### src/rtl/instr_encoder_loader_if.sv
// Symbolic instruction stream into the program loader.
// Source drives the beat; loader answers with in_ready.
interface instr_encoder_loader_if;
  logic        in_valid;
  logic        in_ready;
  logic        in_last;
  logic [3:0]  op;
  logic [2:0]  fa;
  logic [2:0]  fb;
  logic [2:0]  fc;
  logic [7:0]  disp;
  logic [15:0] imm;

  modport master (
    output in_valid, in_last, op, fa, fb, fc, disp, imm,
    input  in_ready
  );

  modport slave (
    input  in_valid, in_last, op, fa, fb, fc, disp, imm,
    output in_ready
  );
endinterface

### src/rtl/instr_encoder_loader.sv
// Encodes symbolic instructions to 16-bit words and writes them
// into instruction memory, holding the CPU until the load is done.
module instr_encoder_loader #(
  parameter int ADDR_W   = 8,
  parameter int BASE_ADR = 0
) (
  input  logic                clk,
  input  logic                reset,
  input  logic                start,
  instr_encoder_loader_if.slave bus,
  output logic [ADDR_W-1:0]   mem_adr,
  output logic [15:0]         mem_dout,
  output logic                mem_we,
  output logic                cpu_hold,
  output logic [ADDR_W:0]     word_cnt,
  output logic                err,
  output logic [7:0]          status
);

  typedef enum logic [2:0] {
    IDLE, LOAD, IMM, DONE, ERR
  } state_t;

  localparam int DEPTH = 1 << ADDR_W;
  localparam logic [ADDR_W:0] CAP =
    (ADDR_W+1)'(DEPTH - BASE_ADR);
  localparam logic [ADDR_W-1:0] BASE = ADDR_W'(BASE_ADR);
  localparam logic [ADDR_W-1:0] PMAX = '1;

  state_t state;
  state_t nxt;

  logic [ADDR_W-1:0] ptr;
  logic [15:0]       imm_q;
  logic              last_q;

  logic        fire;
  logic        is_ldi;
  logic        ovf;
  logic [ADDR_W:0] free;
  logic [8:0]  operand;
  logic [15:0] enc;

  logic op_rrr, op_cmp, op_rr, op_ldi, op_br, op_jmp;

  assign fire   = bus.in_valid & bus.in_ready;
  assign is_ldi = (bus.op == 4'hA);
  assign free   = CAP - word_cnt;
  assign ovf    = (word_cnt == CAP) ||
                  (is_ldi && free < (ADDR_W+1)'(2));

  assign op_rrr = (bus.op <= 4'h1);
  assign op_cmp = (bus.op == 4'h2);
  assign op_rr  = (bus.op >= 4'h3) && (bus.op <= 4'h9);
  assign op_ldi = is_ldi;
  assign op_br  = (bus.op >= 4'hC) && (bus.op <= 4'hE);
  assign op_jmp = (bus.op == 4'hF);

  // operand field per opcode class; unused bits forced to zero
  always_comb begin
    operand = '0;
    unique case (1'b1)
      op_rrr:  operand = {bus.fa, bus.fb, bus.fc};
      op_cmp:  operand = {3'b000, bus.fb, bus.fc};
      op_rr:   operand = {bus.fa, 3'b000, bus.fc};
      op_ldi:  operand = {bus.fa, 6'b000000};
      op_br:   operand = {1'b0, bus.disp};
      op_jmp:  operand = {6'b000000, bus.fc};
      default: operand = '0;
    endcase
  end

  assign enc = {3'b111, bus.op, operand};

  // state register
  always_ff @(posedge clk) begin
    if (reset) state <= IDLE;
    else       state <= nxt;
  end

  // next-state logic
  always_comb begin
    nxt = state;
    unique case (state)
      IDLE: if (start) nxt = LOAD;
      LOAD: begin
        if (fire) begin
          if (ovf)              nxt = ERR;
          else if (is_ldi)      nxt = IMM;
          else if (bus.in_last) nxt = DONE;
        end
      end
      IMM:  nxt = last_q ? DONE : LOAD;
      DONE: if (start) nxt = LOAD;
      ERR:  nxt = ERR;
      default: nxt = IDLE;
    endcase
  end

  // state-decoded outputs
  always_comb begin
    bus.in_ready = 1'b0;
    status       = 8'h01;
    unique case (state)
      IDLE: status = 8'h01;
      LOAD: begin
        bus.in_ready = 1'b1;
        status       = 8'h02;
      end
      IMM:  status = 8'h04;
      DONE: status = 8'h08;
      ERR:  status = 8'hF0;
      default: status = 8'h01;
    endcase
  end

  // write port, pointer, counters and hold/error flags
  always_ff @(posedge clk) begin
    if (reset) begin
      mem_we   <= 1'b0;
      mem_adr  <= BASE;
      mem_dout <= '0;
      ptr      <= BASE;
      word_cnt <= '0;
      imm_q    <= '0;
      last_q   <= 1'b0;
      err      <= 1'b0;
      cpu_hold <= 1'b1;
    end else begin
      mem_we   <= 1'b0;
      err      <= err | (nxt == ERR);
      cpu_hold <= !((state == DONE) && (nxt == DONE));
      unique case (state)
        IDLE, DONE: begin
          if (start) begin
            ptr      <= BASE;
            word_cnt <= '0;
          end
        end
        LOAD: begin
          if (fire && !ovf) begin
            mem_we   <= 1'b1;
            mem_adr  <= ptr;
            mem_dout <= enc;
            word_cnt <= word_cnt + 1'b1;
            if (ptr != PMAX) ptr <= ptr + 1'b1;
            if (is_ldi) begin
              imm_q  <= bus.imm;
              last_q <= bus.in_last;
            end
          end
        end
        IMM: begin
          mem_we   <= 1'b1;
          mem_adr  <= ptr;
          mem_dout <= imm_q;
          word_cnt <= word_cnt + 1'b1;
          if (ptr != PMAX) ptr <= ptr + 1'b1;
        end
        default: ;
      endcase
    end
  end

endmodule

### src/flat_wrapper.sv
// flat-port wrapper written by rule: the top's interface ports become plain ports
module instr_encoder_loader_flat 
#(
  parameter int ADDR_W   = 8,
  parameter int BASE_ADR = 0
)
  (clk, reset, start, mem_adr, mem_dout, mem_we, cpu_hold, word_cnt, err, status, bus_in_valid, bus_in_last, bus_op, bus_fa, bus_fb, bus_fc, bus_disp, bus_imm, bus_in_ready);
  instr_encoder_loader_if bus_i ();
  input  logic clk;
  input  logic reset;
  input  logic start;
  output logic [ADDR_W-1:0] mem_adr;
  output logic [15:0] mem_dout;
  output logic mem_we;
  output logic cpu_hold;
  output logic [ADDR_W:0] word_cnt;
  output logic err;
  output logic [7:0] status;
  input wire logic [$bits(bus_i.in_valid)-1:0] bus_in_valid;
  input wire logic [$bits(bus_i.in_last)-1:0] bus_in_last;
  input wire logic [$bits(bus_i.op)-1:0] bus_op;
  input wire logic [$bits(bus_i.fa)-1:0] bus_fa;
  input wire logic [$bits(bus_i.fb)-1:0] bus_fb;
  input wire logic [$bits(bus_i.fc)-1:0] bus_fc;
  input wire logic [$bits(bus_i.disp)-1:0] bus_disp;
  input wire logic [$bits(bus_i.imm)-1:0] bus_imm;
  output wire logic [$bits(bus_i.in_ready)-1:0] bus_in_ready;
  assign bus_i.in_valid = bus_in_valid;
  assign bus_i.in_last = bus_in_last;
  assign bus_i.op = bus_op;
  assign bus_i.fa = bus_fa;
  assign bus_i.fb = bus_fb;
  assign bus_i.fc = bus_fc;
  assign bus_i.disp = bus_disp;
  assign bus_i.imm = bus_imm;
  assign bus_in_ready = bus_i.in_ready;
  instr_encoder_loader #(.ADDR_W(ADDR_W), .BASE_ADR(BASE_ADR)) u_core (.clk(clk), .reset(reset), .start(start), .bus(bus_i), .mem_adr(mem_adr), .mem_dout(mem_dout), .mem_we(mem_we), .cpu_hold(cpu_hold), .word_cnt(word_cnt), .err(err), .status(status));
endmodule
### config.mk
export PLATFORM = sky130hd
export DESIGN_NAME = instr_encoder_loader_flat
export DESIGN_NICKNAME = d
export VERILOG_FILES = /design/src/rtl/instr_encoder_loader_if.sv /design/src/rtl/instr_encoder_loader.sv /design/src/flat_wrapper.sv
export SDC_FILE = /design/constraint.sdc
export NUM_CORES = 1
export LEC_CHECK = 0
export BUFFER_PORTS_ARGS = -buffer_cell sky130_fd_sc_hd__buf_2
export CAP_MARGIN = 20
export CORE_AREA = 5 5 86 88
export DETAILED_ROUTE_END_ITERATION = 10
export DIE_AREA = 0 0 91 93
export HOLD_SLACK_MARGIN = 0.12
export MAX_ROUTING_LAYER = met4
export PLACE_DENSITY = 0.78
export SYNTH_ARGS = -nofsm -noshare
export SYNTH_HDL_FRONTEND = slang
export SYNTH_SLANG_ARGS = --single-unit
### constraint.sdc
create_clock -name clk -period 3.6 [get_ports clk]
set_input_delay 0.72 -clock clk [delete_from_list [all_inputs] [get_ports clk]]
set_output_delay 0.72 -clock clk [all_outputs]
set_load 0.005 [all_outputs]
* Word-level counts from Yosys, hierarchy flattened
Cells that the tools add are included.
** Word-level totals
- Register bits :: 64
- Input bits :: 42
- Output and inout bits :: 45
- Word-level logic and storage cells :: 72
** Cells by class
- $add $sub $neg :: 3
- Order comparisons :: 6
- Equal/unequal tests :: 13
- Multiplexer cells :: 23
- Bitwise gates (word level) :: 2
- Reductions and logical operators :: 15
** Operators with widths (count)
- 9-bit one-hot mux with 6 select lines :: 1
- 8-bit two-way mux :: 4
- 16-bit one-hot mux with 2 select lines :: 1
- 8-bit one-hot mux with 4 select lines :: 1
- 9-bit one-hot mux with 3 select lines :: 1
- 8-bit one-hot mux with 3 select lines :: 1
- 9-bit two-way mux :: 2
- 16-bit two-way mux :: 1
- 8-bit one-hot mux with 2 select lines :: 1
- 3-bit two-way mux :: 5
- 3-bit one-hot mux with 4 select lines :: 1
- 9-bit by 1-bit adder with 9-bit output, second input constant :: 1
- 3-bit by 2-bit equality test with 1-bit output, second input constant :: 3
- 9-bit equality test, second input constant :: 1
- 9-bit by 2-bit less-than comparator with 1-bit output, second input constant :: 1
- 9-bit subtractor, first input constant :: 1
- 8-bit by 1-bit adder with 8-bit output, second input constant :: 1
- 4-bit equality test, second input constant :: 2
- 4-bit less-or-equal comparator, second input constant :: 2
- 8-bit inequality test, second input constant :: 1
- 3-bit equality test, second input constant :: 2
- 3-bit AND reduction :: 2
- 1-bit logical AND :: 5
- 4-bit by 2-bit equality test with 1-bit output, second input constant :: 1
- 17 further kinds :: 20

* Logic depth before layout (Yosys ltp)
Gate-level depths: netlist of the first run.
- Depth after elaboration :: 10
- Gate-level depth with buffers :: 12

* Worst setup path after synthesis of the first run
Ideal clock, no wire load.
- Path type :: register to register
- Start :: reg u_core.word_cnt[0]
- End :: reg u_core.ptr[3]
- Library setup time :: 0.071 ns
- Data arrival time :: 2.501 ns
- Data required time :: 3.529 ns
- Setup slack :: 1.029 ns
- Stages on the path, launching flop included :: 10
- Buffers on the path :: 0
- Period minus slack after synthesis :: 2.571 ns
- Path through :: dfxtp_1 inv_1 ha_1 and3_1 ha_1 or3b_1 a311oi_2 o21ai_2 or4_1 a21oi_1
** Between the ends
- Cells in the longest elaborated chain, start to end :: 8
** Ends and longest elaborated chain
- start, declared :: line instr_encoder_loader.sv:15 : output logic [ADDR_W:0] word_cnt,
- start signal, assigned :: line instr_encoder_loader.sv:145 : word_cnt <= word_cnt + 1'b1;
- start signal, assigned :: line instr_encoder_loader.sv:157 : word_cnt <= word_cnt + 1'b1;
- 9-bit subtractor :: line instr_encoder_loader.sv:48 : assign free = CAP - word_cnt;
- 9-bit by 2-bit less-than comparator with 1-bit output :: line instr_encoder_loader.sv:50 : (is_ldi && free < (ADDR_W+1)'(2));
- 1-bit logical AND :: line instr_encoder_loader.sv:50
- 1-bit logical OR (*) :: line instr_encoder_loader.sv:49 : assign ovf = (word_cnt == CAP) ||
- 1-bit zero test (*) :: line instr_encoder_loader.sv:141 : if (fire && !ovf) begin
- 1-bit logical AND (*) :: line instr_encoder_loader.sv:141
- 2-bit by 1-bit inequality test with 1-bit output (no line) (*)
- 3-bit AND reduction (no line) (*)
- end signal, assigned :: line instr_encoder_loader.sv:146 : if (ptr != PMAX) ptr <= ptr + 1'b1;
- end signal, assigned :: line instr_encoder_loader.sv:158 : if (ptr != PMAX) ptr <= ptr + 1'b1;
- end, declared :: line instr_encoder_loader.sv:33 : logic [ADDR_W-1:0] ptr;
Mark *: on every way between the ends. The rest lies on a longest branch, timed or not.
A chain may end at the register's enable or synchronous reset.

* Final worst setup path of the first run
- Start :: reg u_core.state[2]
- End :: out status[2]
** Between the ends
- Cells in the longest elaborated chain, start to end :: 2
** Ends and longest elaborated chain
- start, declared :: line instr_encoder_loader.sv:30 : state_t state;
- start signal, assigned :: line instr_encoder_loader.sv:78 : else state <= nxt;
- 3-bit equality test, or another cell as far along :: line instr_encoder_loader.sv:104 : unique case (state)
- 8-bit one-hot mux with 4 select lines (*) :: line instr_encoder_loader.sv:104
- end, declared :: line flat_wrapper.sv:18 : output logic [7:0] status;
Marks and branches as above.

==> flow_summary.json, run 1 <==
{
  "outcome": "finished clean",
  "criticalPathCategory": "register to output port",
  "reg2reg_setup_slack_ns": 0.68,
  "io_pins": 87,
  "switching_share_pct": 30.3,
  "synthMuxAreaShare_pct": 7.85,
  "start_util_pct": 50.7,
  "synth_warnings": 0,
  "start_kind": "register",
  "relSlewSlack_pct": 54.1,
  "fin_worst_skew_ns": 0.00674,
  "cp_top_family": "buffers and inverters",
  "layout_commonest_cell": "buf_2",
  "rows": 30,
  "power_density_mw_per_mm2": 405,
  "chipWidth_um": 91,
  "critPathSlowestCell": "clkinv_1",
  "drive_above_1_share_pct": 29.0,
  "yosysTopAreaCell": "dfxtp_1",
  "hp-class": "register to register",
  "antenna_found_initial": 0,
  "comb_power_share_pct": 16.4,
  "cts_setup_buffers": 0,
  "power.switching_mw": 0.478,
  "seq_area_sq_mm": 0.00128,
  "utilization_pct": 59.3,
  "end_kind": "output port",
  "cts-resized-gates": 0,
  "postSynthNetCount": 427,
  "areaGrowthSynthToFinish_pct": 16.9,
  "hpwl_um": 6120,
  "die_h_um": 93,
  "wl_um": 8320,
  "fmax_mhz": 339,
  "synthAdderAreaFrac_pct": 1.50,
  "route.vias.total": 3068,
  "synth-seq-cells": 64,
  "slew_violations": 0,
  "ctsHoldBuffers": 0,
  "crit_buf_inv": 3,
  "synth-edff-count": 0,
  "netlist_instances": 381,
  "multi_input_area_sq_mm": 0.00182,
  "clockPowerShare_pct": 35.7,
  "synthArstFlopShare_pct": 0,
  "period_share_pct": 82.0,
  "setup_tns_ns": 0,
  "hold_viol_final": 0,
  "numClockSinks": 64,
  "diodes": 0,
  "post-route-min-period_ns": 2.95,
  "grt_start_max_net_pins": 38,
  "ant_nets": 0,
  "p_int_mw": 1.10,
  "tritoncts": "yes",
  "grt_pass1_vias": 2993,
  "synth-simple-area-share_pct": 22.9,
  "clkSlewWorstSetupHoldPaths_ns": 0.08,
  "power_leakage_nw": 1.78,
  "clockBufferDepth": 2,
  "num-fill-cells": 609,
  "finalNonFillerCells": 542,
  "drv_cap": 0,
  "setup_viol": 0,
  "grt_pass1_wl_um": 14100,
  "synth_cell_type_count": 67,
  "critPathRequiredTime_ns": 2.88,
  "crit_arrival_ns": 2.23,
  "crit_fanout": 18,
  "synth_ff_type": "dfxtp_1",
  "rsz0062_at_grt": "no",
  "synth-xor-area-share_pct": 1.31,
  "via_per_inst": 5.66,
  "synth_compound_area_share_pct": 20.9,
  "cts-buffers-inserted": 9,
  "finalPower_mw": 1.58,
  "clockRootBuffer": "clkbuf_8",
  "synth_top_area_share_pct": 38.4,
  "ys_top_cells_by_area": "dfxtp_1, nor2_1, mux2i_1, a21oi_1, nand2_1",
  "nets": 503,
  "final_cell_mix": "buf_2, nor2_1, dfxtp_1",
  "seqPwrFrac_pct": 47.9,
  "yosysSeqAreaShare_pct": 38.4,
  "dieArea_sq_mm": 0.00846,
  "first_pass_iters": 4,
  "port_buffers": 86,
  "avgSynthCellArea_sq_um": 8.75,
  "grt_overflow": 0,
  "clk_latency_ns": 0.33,
  "placed_cells": 526,
  "globalRouteTotalUtil_pct": 20.6,
  "avgRoutedWirePerCell_um": 15.4,
  "syn_area_sq_mm": 0.00333,
  "tightest_slew_ns": 0.688,
  "core_sq_mm": 0.00657,
  "htree_levels": 3,
  "cpPeakStageDelay_ns": 0.57,
  "routabilityCongestion": 0.929,
  "irDropWorstVdd_uv": 187,
  "synth_top_family_by_area": "simple AND/OR/NAND/NOR gates",
  "drc": 0,
  "drt_iter0_drc": 195,
  "path_cells": "inv_1 -> nand3b_1 -> clkinv_1 -> buf_2"
}
cell usage after synthesis, types with 3 or more instances:
cell	count
or4_1	3
or3b_1	3
and2_1	3
nor2b_1	6
o31ai_1	3
a2111oi_0	3
and3_1	6
nor3_1	4
a211oi_1	6
clkbuf_1	10
nand2b_1	3
a311oi_1	6
o21ai_0	7
buf_4	7
or3_1	3
a22oi_1	4
o211ai_1	3
mux2i_1	25
ha_1	4
dfxtp_1	64
a2111oi_2	5
nor2_1	76
a22o_1	3
nand2_1	26
nand3b_1	5
xnor2_1	4
nand3_1	5
a21oi_1	24
inv_1	11
buf_6	6
cell type report:
cell class | count | share of cell area, %
Clock buffer | 9 | 3.18
Clock inverter | 7 | 1.38
Inverter | 12 | 1.16
Multi-Input combinational cell | 278 | 46.6
Sequential cell | 64 | 32.9
Tap cell | 80 | 2.57
Timing Repair Buffer | 92 | 12.2
logic make-up after synthesis:
kind of cell	count (synthesis)
AND/OR/NAND/NOR	157
AO/OA/AOI/OAI	86
flip-flops	64
buffers and inverters	39
multiplexers	26
XOR/XNOR	5
adder cells (fa/ha/maj)	4
final timing paths:
path,start,endpoint,cells after the start
max,u_core.state[2],status[2],4
min,u_core.err,u_core.err,2
max reg2reg,u_core.word_cnt[0],u_core.word_cnt[6],9
min reg2reg,u_core.err,u_core.err,2
power groups by stage:
stage / sequential [mW] / combinational [mW] / clock (mW)
final: 0.755 / 0.259 / 0.563
after global routing: 0.759 / 0.286 / 0.615
after CTS: 0.754 / 0.260 / 0.574
after detailed placement: 0.771 / 0.257 / 0
after global placement: 0.769 / 0.251 / 0
after floorplan: 0.764 / 0.185 / 0
flip-flops by register name, indices dropped and copies added, names as in the netlist:
signal	count
u_core.cpu_hold	1
u_core.ptr	8
u_core.mem_adr	8
u_core.state	3
u_core.err	1
u_core.mem_we	1
u_core.imm_q	16
u_core.mem_dout	16
u_core.last_q	1
u_core.word_cnt	9
routing by layer:
layer | GRT usage (%) | wire length [um] | vias to the layer above
met4 | 9.78 | 266 | 0
met1 | 24.9 | 3600 | 1441
met3 | 4.51 | 447 | 27
li1 | - | - | 1508
met5 | - | 0 | -
met2 | 32.9 | 4010 | 92
through the flow:
stage | hold slack (ns) | cell area (sq um) | setup WS, ns
finish | 0.447 | 3890 | 0.648
global route | 0.494 | 3890 | 0.436
CTS | 0.455 | 3890 | 0.626
detailed placement | 0.441 | 3720 | 0.726
global placement | 0.434 | 3720 | 0.846
floorplan | 0.442 | 3330 | 1.03
worst register-to-register path, cell delays in order (launching register included):
cell and delay (ns):
dfxtp_1 0.49, inv_1 0.08, ha_1 0.26, and3_1 0.17, ha_1 0.20, or3b_1 0.38
a311oi_2 0.37, o21ai_2 0.24, or4_1 0.52, a21oi_1 0.15
Power figures use the tool's default switching activity.
==> inputs of run 2 (changes only) <==
==> constraint.sdc (replaced) <==
create_clock -name clk -period 2.9 [get_ports clk]
set_input_delay 0.58 -clock clk [delete_from_list [all_inputs] [get_ports clk]]
set_output_delay 0.58 -clock clk [all_outputs]
set_load 0.005 [all_outputs]
==> run 2 against run 1 <==
Register-to-register slack got worse by 0.53 ns. Die area unchanged. Final area increased by 2.8%. Flip-flop and latch count unchanged. Critical path type is now register to register.
==> flow_summary.json, run 2 (synthesis results as in run 1) <==
{
  "start_util_pct": 50.7,
  "utilization_pct": 61.0,
  "power.switching_mw": 0.604,
  "setup_tns_ns": 0,
  "r2r-end": "u_core.word_cnt[6]",
  "r2r_start": "u_core.word_cnt[0]",
  "hp-start": "bus_imm[13]",
  "cts-buffers-inserted": 9,
  "first_pass_iters": 4,
  "hold_viol_final": 0,
  "tritoncts": "yes",
  "rows": 30,
  "place_area_sq_mm": 0.00377,
  "layout_commonest_cell": "buf_2",
  "final_cell_mix": "buf_2, nor2_1, dfxtp_1",
  "end_kind": "register",
  "crit_path_frequent_cell": "ha_1",
  "via_per_inst": 5.63,
  "hold_depth": 3,
  "avgRoutedWirePerCell_um": 15.6,
  "htree_levels": 3,
  "globalRouteTotalUtil_pct": 20.8,
  "placed_cells": 531,
  "clockBufferDepth": 2,
  "period_share_pct": 94.8,
  "port_buffers": 86,
  "post-route-min-period_ns": 2.75,
  "relSlewSlack_pct": 61.6,
  "clockPowerShare_pct": 41.0,
  "p_int_mw": 1.55,
  "whs_endpoint": "u_core.imm_q[13]",
  "setup_viol": 0,
  "routabilityCongestion": 0.914,
  "design_area_sq_mm": 0.00400,
  "grt_overflow": 0,
  "start_kind": "register",
  "nets": 508,
  "switching_share_pct": 28.1,
  "finalPower_mw": 2.15,
  "comb_power_share_pct": 15.7,
  "clk_latency_ns": 0.36,
  "seqPwrFrac_pct": 43.3,
  "cts-resized-gates": 0,
  "core_sq_mm": 0.00657,
  "drt_iter0_drc": 202,
  "outcome": "finished clean",
  "grt_pass1_vias": 2869,
  "drive_above_1_share_pct": 29.8,
  "cp.depth": 9,
  "critPathRequiredTime_ns": 3.18,
  "cpPeakStageDelay_ns": 0.50,
  "io_pins": 87,
  "hp-class": "input pin to register",
  "diodes": 0,
  "numClockSinks": 64,
  "slew_violations": 0,
  "wl_um": 8520,
  "route.vias.total": 3081,
  "tightest_slew_ns": 0.572,
  "power_leakage_nw": 1.85,
  "hold_ws_ns": 0.452,
  "drc": 0,
  "fmax_mhz": 364,
  "hpwl_um": 6200,
  "fin_worst_skew_ns": 0.0107,
  "clockRootBuffer": "clkbuf_8",
  "cp_top_family": "simple AND/OR/NAND/NOR gates",
  "grt_start_max_net_pins": 41,
  "reg.largest.list": "u_core.imm_q x16, u_core.mem_dout x16, u_core.word_cnt x9",
  "grt_pass1_wl_um": 13900,
  "crit_fanout": 15,
  "critPathSlowestCell": "or4_1",
  "clkSlewWorstSetupHoldPaths_ns": 0.08,
  "chipWidth_um": 91,
  "die_h_um": 93,
  "power_density_mw_per_mm2": 537,
  "ctsHoldBuffers": 0,
  "dieArea_sq_mm": 0.00846,
  "ant_nets": 0,
  "irDropWorstVdd_uv": 399,
  "crit_arrival_ns": 3.03,
  "antenna_found_initial": 0,
  "reg2reg_depth": 9,
  "areaGrowthSynthToFinish_pct": 20.1,
  "crit_buf_inv": 1,
  "cts_setup_buffers": 0,
  "timing.final.ws_setup_ns": 0.152,
  "reg2reg_setup_slack_ns": 0.15,
  "finalNonFillerCells": 547,
  "criticalPathCategory": "register to register",
  "path_cells": "inv_1 -> ha_1 -> and3_1 -> ha_1 -> or3b_1 -> a311oi_2 -> o21ai_4 -> or4_1 -> a21oi_1",
  "drv_cap": 0,
  "pre_cts_ws_ns": 0.214
}
-- run 2: changes by cell type in the layout (fill, tap and decap cells not counted), moves of 2 or more --
cell / delta
clkinvlp_4: -2
bufinv_16: +2
clkinv_4: +3
inv_6: -3
buf_4: +4
-- run 2: area by class of cell --
cell class,instances,area [sq um]
clock buffers,9,124
well taps,80,100
multi-input cells,278,1820
repair buffers,97,526
clock inverters,7,105
inverters,12,45.0
fillers,579,2560
flip-flops and latches,64,1280
-- run 2: how the worst max path moves through the flow --
stage                             startpoint                 end  slack, ns
after floorplan           u_core.word_cnt[0]       u_core.ptr[3]       0.33
after global placement    u_core.word_cnt[2]  u_core.word_cnt[6]       0.28
after detailed placement  u_core.word_cnt[0]  u_core.word_cnt[6]       0.21
after CTS                 u_core.word_cnt[0]  u_core.word_cnt[6]       0.18
after global routing      u_core.word_cnt[0]  u_core.word_cnt[6]      -0.02
final                     u_core.word_cnt[0]  u_core.word_cnt[6]       0.15
-- run 2: worst reg2reg max path, stage by stage, from the launching register on --
cell and delay (ns):
dfxtp_1 0.34, inv_1 0.05, ha_1 0.25, and3_1 0.18, ha_1 0.21, or3b_1 0.39
a311oi_2 0.41, o21ai_4 0.20, or4_1 0.50, a21oi_1 0.16
-- run 2: power by group through the flow --
stage | logic (mW) | clock network (mW) | registers [mW]
floorplan | 0.229 | 0 | 0.949
global placement | 0.330 | 0 | 0.949
detailed placement | 0.334 | 0 | 0.951
CTS | 0.337 | 0.889 | 0.931
global route | 0.375 | 0.947 | 0.935
finish | 0.337 | 0.883 | 0.931
-- run 2: routing by layer --
layer  up-vias  wire (um)  track usage (%)
met5         -          0                -
met4         0        232             10.1
met3        21        412             3.86
met2        83       4060             31.6
met1      1448       3810             26.9
li1       1529          -                -
==> inputs of run 3 (changes only) <==
--- a/config.mk
+++ b/config.mk
@@ -7,9 +7,9 @@
 export LEC_CHECK = 0
 export BUFFER_PORTS_ARGS = -buffer_cell sky130_fd_sc_hd__buf_2
 export CAP_MARGIN = 20
-export CORE_AREA = 5 5 86 88
+export CORE_AREA = 5 5 79 95
 export DETAILED_ROUTE_END_ITERATION = 10
-export DIE_AREA = 0 0 91 93
+export DIE_AREA = 0 0 84 100
 export HOLD_SLACK_MARGIN = 0.12
 export MAX_ROUTING_LAYER = met4
 export PLACE_DENSITY = 0.78
==> run 3 against run 2 <==
Clock-buffer cell count increased by 1. Sequential power about the same. Non-clock buffer count unchanged. First-iteration DRC count decreased by 26%. Flip-flop and latch count unchanged. Sequential share of layout area increased by 0.33 points. Register-to-register slack improved by 0.02 ns. Final area decreased by 0.94%. Clock skew decreased by 0.0036 ns.
==> flow_summary.json, run 3 (synthesis results as in run 1) <==
{
  "clockRootBuffer": "clkbuf_8",
  "hold_ws_ns": 0.457,
  "chipWidth_um": 84,
  "hpwl_um": 6050,
  "cts-buffers-inserted": 9,
  "critPathRequiredTime_ns": 3.17,
  "core_sq_mm": 0.00641,
  "diodes": 0,
  "first_pass_iters": 4,
  "cts_setup_buffers": 0,
  "drive_above_1_share_pct": 29.8,
  "ctsHoldBuffers": 0,
  "power.switching_mw": 0.556,
  "hp-class": "register to register",
  "outcome": "finished clean",
  "drv_cap": 0,
  "drc": 0,
  "route.vias.total": 3104,
  "period_share_pct": 94.2,
  "wl_um": 8250,
  "final_cell_mix": "buf_2, nor2_1, dfxtp_1",
  "areaGrowthSynthToFinish_pct": 19.0,
  "via_per_inst": 5.63,
  "place_area_sq_mm": 0.00379,
  "design_area_sq_mm": 0.00397,
  "nets": 508,
  "clockPowerShare_pct": 34.5,
  "reg.largest.list": "u_core.imm_q x16, u_core.mem_dout x16, u_core.word_cnt x9",
  "fmax_mhz": 366,
  "setup_tns_ns": 0,
  "switching_share_pct": 28.7,
  "routabilityCongestion": 0.935,
  "placed_cells": 536,
  "seqPwrFrac_pct": 48.1,
  "fin_worst_skew_ns": 0.00707,
  "power_leakage_nw": 1.83,
  "p_int_mw": 1.38,
  "start_kind": "register",
  "timing.final.ws_setup_ns": 0.169,
  "grt_start_max_net_pins": 22,
  "hold_viol_final": 0,
  "clk_latency_ns": 0.34,
  "grt_pass1_vias": 2957,
  "post-route-min-period_ns": 2.73,
  "slew_violations": 0,
  "clkSlewWorstSetupHoldPaths_ns": 0.07,
  "drt_iter0_drc": 149,
  "grt_overflow": 0,
  "avgRoutedWirePerCell_um": 15.0,
  "setup_viol": 0,
  "layout_commonest_cell": "buf_2",
  "tritoncts": "yes",
  "rows": 32,
  "num-fill-cells": 596,
  "crit_arrival_ns": 3.00,
  "pre_cts_ws_ns": 0.211,
  "comb_power_share_pct": 17.4,
  "rsz0062_at_grt": "no",
  "io_pins": 87,
  "irDropWorstVdd_uv": 294,
  "port_buffers": 86,
  "antenna_found_initial": 0,
  "globalRouteTotalUtil_pct": 20.6,
  "die_h_um": 100,
  "power_density_mw_per_mm2": 489,
  "criticalPathCategory": "register to register",
  "start_util_pct": 52.0,
  "grt_pass1_wl_um": 13800,
  "relSlewSlack_pct": 62.0,
  "tightest_slew_ns": 0.566,
  "ant_nets": 0,
  "numClockSinks": 64,
  "finalNonFillerCells": 551,
  "dieArea_sq_mm": 0.00840,
  "end_kind": "register",
  "crit_fanout": 15,
  "htree_levels": 3,
  "clockBufferDepth": 2
}
[run 3: cell count changes in the layout (fill, tap and decap cells not counted)]
cell | previous run | this run
dfxtp_2 | 0 | 1
buf_12 | 1 | 2
dfxtp_1 | 64 | 63
clkinv_2 | 0 | 2
clkinvlp_4 | 1 | 2
inv_8 | 1 | 0
clkinv_4 | 3 | 1
bufinv_16 | 2 | 0
clkbuf_8 | 9 | 10
buf_4 | 10 | 9
[run 3: timing repair]
item	in CTS	in global routing
resized for setup	0	2
endpoints found under the setup margin	0	1
hold endpoints to repair	0	0
[run 3: layout make-up]
class                           instances  area [sq um]  share of cell area [%]
Multi-Input combinational cell        278          1820                    46.0
Timing Repair Buffer                   97           538                    13.6
Inverter                               12          45.0                    1.14
Tap cell                               85           106                    2.68
Clock buffer                           10           138                    3.47
Sequential cell                        64          1280                    32.3
Clock inverter                          5          33.8                   0.852
[run 3: routing by layer]
layer	wire [um]	vias up	track usage, %
met5	0	-	-
met4	201	0	8.04
met3	576	18	5.34
met2	4080	124	34.5
met1	3390	1445	23.7
li1	-	1517	-
[run 3: final timing paths]
check	from	end	slack (ns)	cells past startpoint
max	u_core.word_cnt[0]	u_core.ptr[3]	0.17	9
max reg2reg	u_core.word_cnt[0]	u_core.ptr[3]	0.17	9
min reg2reg	u_core.mem_dout[13]	u_core.mem_dout[13]	0.46	2
min	u_core.mem_dout[13]	u_core.mem_dout[13]	0.46	2
[run 3: critical path, cell delays in order, from the launching register on]
cell,delay (ns)
dfxtp_1,0.34
inv_1,0.05
ha_1,0.25
and3_1,0.17
ha_1,0.21
or3b_1,0.40
a311oi_2,0.41
o21ai_4,0.19
or4_1,0.50
a21oi_1,0.15
[run 3: power by group through the flow]
stage               registers [mW]  clock network [mW]  logic [mW]
floorplan                    0.949                   0       0.229
global placement             0.951                   0       0.325
detailed placement           0.951                   0       0.333
CTS                          0.932               0.687       0.335
global route                 0.936               0.728       0.371
finish                       0.932               0.669       0.337
[run 3: metrics by stage]
step | total power [mW] | utilization (%)
final | 1.94 | 61.9
after floorplan | 1.18 | -
after global placement | 1.28 | 59.1
after detailed placement | 1.28 | 59.1
after CTS | 1.95 | 61.8
after global routing | 2.03 | 61.9
